File: src/rtl/exe_pkg.sv
// Shared opcode, instruction-field and state definitions for the execution sequencer.
package exe_pkg;

    typedef enum logic [1:0] {
        OP_LI   = 2'b00,
        OP_ADD  = 2'b01,
        OP_JUMP = 2'b10,
        OP_HALT = 2'b11
    } opcode_e;

    typedef enum logic [2:0] {
        ST_IDLE      = 3'd0,
        ST_FETCH     = 3'd1,
        ST_DECODE    = 3'd2,
        ST_EXECUTE   = 3'd3,
        ST_WRITEBACK = 3'd4,
        ST_HALT      = 3'd5
    } state_e;

    localparam int OP_MSB  = 15;
    localparam int OP_LSB  = 14;
    localparam int RD_MSB  = 13;
    localparam int RD_LSB  = 12;
    localparam int RS_MSB  = 11;
    localparam int RS_LSB  = 10;
    localparam int RT_MSB  = 9;
    localparam int RT_LSB  = 8;
    localparam int IMM_MSB = 7;
    localparam int IMM_LSB = 0;

endpackage

File: src/rtl/instr_decode.sv
// Splits the 16-bit instruction register into its fields; imm doubles as the JUMP target.
module instr_decode
    import exe_pkg::*;
(
    input  logic [15:0] ir_i,
    output opcode_e     op_o,
    output logic [1:0]  rd_o,
    output logic [1:0]  rs_o,
    output logic [1:0]  rt_o,
    output logic [7:0]  imm_o
);

    assign op_o  = opcode_e'(ir_i[OP_MSB:OP_LSB]);
    assign rd_o  = ir_i[RD_MSB:RD_LSB];
    assign rs_o  = ir_i[RS_MSB:RS_LSB];
    assign rt_o  = ir_i[RT_MSB:RT_LSB];
    assign imm_o = ir_i[IMM_MSB:IMM_LSB];

endmodule

File: src/rtl/exe_sequencer.sv
// Multi-cycle fetch/decode/execute/writeback sequencer driving an external memory,
// register file and shared 8-bit adder.
module exe_sequencer
    import exe_pkg::*;
#(
    parameter logic [7:0] RESET_PC = 8'h00
) (
    input  logic        clk,
    input  logic        reset,
    input  logic        run,
    output logic        imem_req,
    output logic [7:0]  imem_addr,
    input  logic        imem_ack,
    input  logic [15:0] imem_data,
    output logic [1:0]  rf_raddr_a,
    output logic [1:0]  rf_raddr_b,
    input  logic [7:0]  rf_rdata_a,
    input  logic [7:0]  rf_rdata_b,
    output logic        rf_we,
    output logic [1:0]  rf_waddr,
    output logic [7:0]  rf_wdata,
    output logic [7:0]  alu_input_a,
    output logic [7:0]  alu_input_b,
    input  logic [7:0]  alu_out,
    output logic [7:0]  pc,
    output logic        halted
);

    state_e      state_q;
    logic [7:0]  pc_q;
    logic [15:0] ir_q;
    logic [7:0]  result_q;

    opcode_e     op;
    logic [1:0]  rd;
    logic [1:0]  rs;
    logic [1:0]  rt;
    logic [7:0]  imm;

    instr_decode u_instr_decode (
        .ir_i  (ir_q),
        .op_o  (op),
        .rd_o  (rd),
        .rs_o  (rs),
        .rt_o  (rt),
        .imm_o (imm)
    );

    // NOTE: sequential state uses non-blocking assignments so every register
    // samples the pre-edge values, independent of statement order.
    always_ff @(posedge clk) begin
        if (!reset) begin
            state_q  <= ST_IDLE;
            pc_q     <= RESET_PC;
            ir_q     <= 16'h0000;
            result_q <= 8'h00;
        end else begin
            unique case (state_q)
                ST_IDLE: begin
                    if (run) state_q <= ST_FETCH;
                end
                ST_FETCH: begin
                    if (imem_ack) begin
                        ir_q    <= imem_data;
                        pc_q    <= alu_out;
                        state_q <= ST_DECODE;
                    end
                end
                ST_DECODE: state_q <= ST_EXECUTE;
                ST_EXECUTE: begin
                    unique case (op)
                        OP_LI: begin
                            result_q <= imm;
                            state_q  <= ST_WRITEBACK;
                        end
                        OP_ADD: begin
                            result_q <= alu_out;
                            state_q  <= ST_WRITEBACK;
                        end
                        OP_JUMP: begin
                            pc_q    <= imm;
                            state_q <= ST_FETCH;
                        end
                        OP_HALT: state_q <= ST_HALT;
                    endcase
                end
                ST_WRITEBACK: state_q <= ST_FETCH;
                ST_HALT:      state_q <= ST_HALT;
                default:      state_q <= ST_IDLE;
            endcase
        end
    end

    // Read ports follow IR continuously so rf_rdata stays valid through EXECUTE.
    assign rf_raddr_a = rs;
    assign rf_raddr_b = rt;

    // Outputs are decoded from the registered state; an asserted reset also masks
    // them so nothing (in particular rf_we) escapes on the reset edge.
    // NOTE: every output gets a default first, so no path through the block can
    // infer a latch.
    always_comb begin
        imem_req    = 1'b0;
        alu_input_a = 8'h00;
        alu_input_b = 8'h00;
        rf_we       = 1'b0;
        rf_waddr    = 2'b00;
        rf_wdata    = 8'h00;
        halted      = 1'b0;
        if (reset) begin
            unique case (state_q)
                ST_FETCH: begin
                    imem_req    = 1'b1;
                    alu_input_a = pc_q;
                    alu_input_b = 8'h01;
                end
                ST_EXECUTE: begin
                    if (op == OP_ADD) begin
                        alu_input_a = rf_rdata_a;
                        alu_input_b = rf_rdata_b;
                    end
                end
                ST_WRITEBACK: begin
                    rf_we    = 1'b1;
                    rf_waddr = rd;
                    rf_wdata = result_q;
                end
                ST_HALT: halted = 1'b1;
                default: ;
            endcase
        end
    end

    assign pc        = reset ? pc_q : RESET_PC;
    assign imem_addr = pc;

endmodule

File: config.mk
export PLATFORM = sky130hd
export DESIGN_NAME = exe_sequencer
export DESIGN_NICKNAME = d
export VERILOG_FILES = /design/src/rtl/exe_pkg.sv /design/src/rtl/instr_decode.sv /design/src/rtl/exe_sequencer.sv
export SDC_FILE = /design/constraint.sdc
export NUM_CORES = 1
export LEC_CHECK = 0
export CELL_PAD_IN_SITES_DETAIL_PLACEMENT = 1
export CELL_PAD_IN_SITES_GLOBAL_PLACEMENT = 2
export CORE_MARGIN = 4
export CORE_UTILIZATION = 23
export CTS_BUF_LIST = sky130_fd_sc_hd__clkbuf_16
export DETAILED_ROUTE_END_ITERATION = 10
export PLACE_DENSITY_LB_ADDON = 0.1
export SLEW_MARGIN = 20
export SYNTH_ARGS = -nofsm -noshare
export SYNTH_HDL_FRONTEND = slang
export SYNTH_SLANG_ARGS = --single-unit
File: constraint.sdc
create_clock -name clk -period 3.35 [get_ports clk]
set_clock_uncertainty 0.15 [all_clocks]
set_input_delay 0.67 -clock clk [delete_from_list [all_inputs] [get_ports clk]]
set_output_delay 0.67 -clock clk [all_outputs]
set_load 0.005 [all_outputs]
==> results.json <==
{
  "crit_path_start_kind": "flop",
  "max_stage_delay_ns": 0.61,
  "synth_area_leaders": "dfxtp_1, and2_1, nand2_1, buf_4, a21oi_1",
  "start_util": 0.238,
  "drt-initial-drc-count": 68,
  "dpl_worst_slack_ns": 0.0827,
  "layout-drive-gt1-share": 0.0746,
  "vdd_drop_max_v": 0.000210,
  "max_freq_ghz": 0.326,
  "post_synth_instance_area_um2": 1850,
  "clk_path_buf_depth": 2,
  "ys_top_cells_by_count": "dfxtp_1, nand2_1, and2_1, a21oi_1, buf_4",
  "crit_buf_inv": 2,
  "timing.final.crit_share": 0.916,
  "cts.clk_slew.worst_paths_ns": 0.05,
  "number_of_global_route_vias_before_repair": 1936,
  "number_of_detailed_routing_iterations_run_before_antenna_repair": 4,
  "post-synth-top-count-cell": "dfxtp_1",
  "synthArstFlopShare": 0,
  "grt_antenna_before_repair": 0,
  "setup_crit_start": "state_q[0]",
  "synth_top_area_frac": 0.378,
  "ys.flop_type": "dfxtp_1",
  "vertical_extent_of_the_die_um": 97.7,
  "synth_compound_gate_area_share": 0.184,
  "place_hpwl_um": 4600,
  "numClockSinks": 35,
  "synth-simple-area-share": 0.284,
  "antenna_left": 0,
  "crit_path_cell_trace": "nand4b_1 -> nor3b_4 -> buf_4 -> a22o_1 -> clkdlybuf4s50_1",
  "final_design_area_no_fill_um2": 2930,
  "timing.hold.ws_ns": 0.301,
  "fin_nets": 338,
  "critical_path_peak_fanout": 14,
  "drv_slew": 0,
  "die_outline_area_um2": 9550,
  "worstSetupPathType": "reg2out",
  "reg2reg_from": "state_q[0]",
  "net_count_of_the_mapped_netlist": 258,
  "ioPinCount": 93,
  "power.density_cell_area_nw_per_um2": 362,
  "rsz0062_at_grt": "no",
  "crit-reg2reg-capture": "pc_q[7]",
  "worstPathRequired_ns": 2.53,
  "yosys.area_share.xor_xnor": 0,
  "grt_remaining_overflow": 0,
  "tightest_slew_ns": 0.657,
  "number_of_storage_elements_in_the_synthesis_netlist": 35,
  "drt_drc": 0,
  "muxShareOfSynthArea": 0.0493,
  "cts_root_buf": "clkbuf_16",
  "worstHoldPathType": "reg2reg",
  "max-slew-margin-rel": 0.561,
  "timing.critical_path.to_type": "primary output",
  "worst_path_top_cell_family_by_delay": "buffers and inverters",
  "synth_top_family_by_area": "simple AND/OR/NAND/NOR gates",
  "global_route_total_usage_across_every_layer": 0.128,
  "globalplace.congestion": 0.749,
  "setup_viol": 0,
  "synth-seq-area-share": 0.378,
  "via_per_inst": 4.60,
  "post_synth_num_cell_types": 34,
  "clock_latency_ns": 0.27,
  "syn_avg_cell_area_um2": 8.65,
  "p_leak_nw": 1.05,
  "synth_edf_count": 0,
  "yosysTopAreaCell": "dfxtp_1",
  "core_area_um2": 7770,
  "reg2reg_slack_ns": 1.52,
  "n_antenna_cell": 0,
  "final-hold-violation-count": 0,
  "synthesis.yosys.warnings": 0,
  "tritoncts": "done",
  "grt_start_max_net_pins": 28,
  "netlist_instances": 214,
  "post-route-min-period_ns": 3.07,
  "routed_wirelength_um": 6090,
  "yosys.area_share.adder": 0,
  "arrival_ns": 2.25,
  "run_status": "finished, final reports clean",
  "area_delta_synth_final_pct": 58.4,
  "critical_path.slowest_cell": "dfxtp_1",
  "timing.reg2reg.worst_path_depth": 3,
  "setup-tns-final_ns": 0,
  "grt_first_pass_wirelength_um": 9860,
  "floorplan.rows": 32,
  "crit_path_end": "alu_input_a[3]",
  "io_buffer_count": 92,
  "postPlaceCellArea_um2": 2780,
  "layout.filler_cells": 934,
  "cts_made_buffers": 5,
  "routedWlPerCell_um": 15.3,
  "h-tree-depth": 2,
  "cp_num_cells": 5,
  "timing.final.ws_setup_ns": 0.282,
  "maxCapViolCount": 0,
  "dr_total_vias": 1826,
  "fp.dieW_um": 97.7
}
-- worst register-to-register path: stages (launching register included) --
cell and delay (ns):
dfxtp_1 0.61, nor4bb_4 0.46, a211oi_4 0.12, a221o_1 0.38
-- worst min path at each step --
stage | start | end | slack, ns | depth (start not counted)
2_1_floorplan | ir_q[12] | ir_q[12] | 0.28 | 2
3_3_place_gp | ir_q[13] | ir_q[13] | 0.29 | 2
6_report | ir_q[13] | ir_q[13] | 0.30 | 2
5_1_grt | ir_q[13] | ir_q[13] | 0.32 | 2
4_1_cts | ir_q[12] | ir_q[12] | 0.31 | 2
3_5_place_dp | ir_q[8] | ir_q[8] | 0.30 | 2
-- state kept, by name, indices dropped and copies added, names as in the netlist --
name / cells
state_q: 3
pc_q: 8
ir_q: 16
result_q: 8
-- cell families after synthesis --
logic type	after synthesis
compound gates	46
buf+inv	30
flops	35
mux	9
simple gates	94
-- where the power goes --
group | internal [mW] | switching [mW] | total [mW]
Combinational | 0.102 | 0.0665 | 0.168
Clock | 0.268 | 0.163 | 0.431
Sequential | 0.438 | 0.0239 | 0.462
Total | 0.807 | 0.253 | 1.06
-- layout make-up --
class,instances,area [um2],share of cell area
Tap cell,102,128,0.0435
Timing Repair Buffer,101,995,0.339
Sequential cell,35,701,0.239
Clock buffer,5,125,0.0426
Clock inverter,3,12.5,0.00426
Multi-Input combinational cell,149,966,0.329
Inverter,2,7.51,0.00256
-- repair_timing --
item,in CTS,in global routing
gates resized for setup,0,4
endpoints found under the setup margin,0,15
hold endpoints to repair,0,0
setup buffers,0,0
hold buffers,0,0
-- layout by cell type (no fill, tap or decap), drive strengths merged, types with 2 or more instances in the layout --
cell type | netlist | layout
nand2b | 2 | 2
nor2 | 11 | 11
buf | 21 | 9
a21oi | 18 | 18
a211oi | 9 | 9
inv | 2 | 4
nand2 | 34 | 34
clkbuf | 7 | 5
a221o | 8 | 8
and2 | 26 | 26
and3 | 8 | 8
nand3b | 2 | 2
mux2i | 8 | 8
a22o | 8 | 8
nor3 | 2 | 2
dfxtp | 35 | 35
nor3b | 2 | 2
and4bb | 3 | 3
clkdlybuf4s50 | 0 | 91
-- per-layer routing --
| metal | vias up | global-route usage | wire [um] |
|---|---|---|---|
| met1 | 843 | 0.163 | 2920 |
| met2 | 78 | 0.205 | 2640 |
| met5 | - | 0 | 0 |
| met4 | 0 | 0.0415 | 116 |
| met3 | 6 | 0.0400 | 410 |
| li1 | 899 | - | - |
-- metrics by stage --
stage	std cells	power [mW]	util
global placement	388	0.640	0.357
detailed placement	388	0.640	0.357
global route	397	1.12	0.378
floorplan	214	0.549	-
finish	397	1.06	0.378
CTS	396	1.08	0.375
Power figures use the tool's default switching activity.
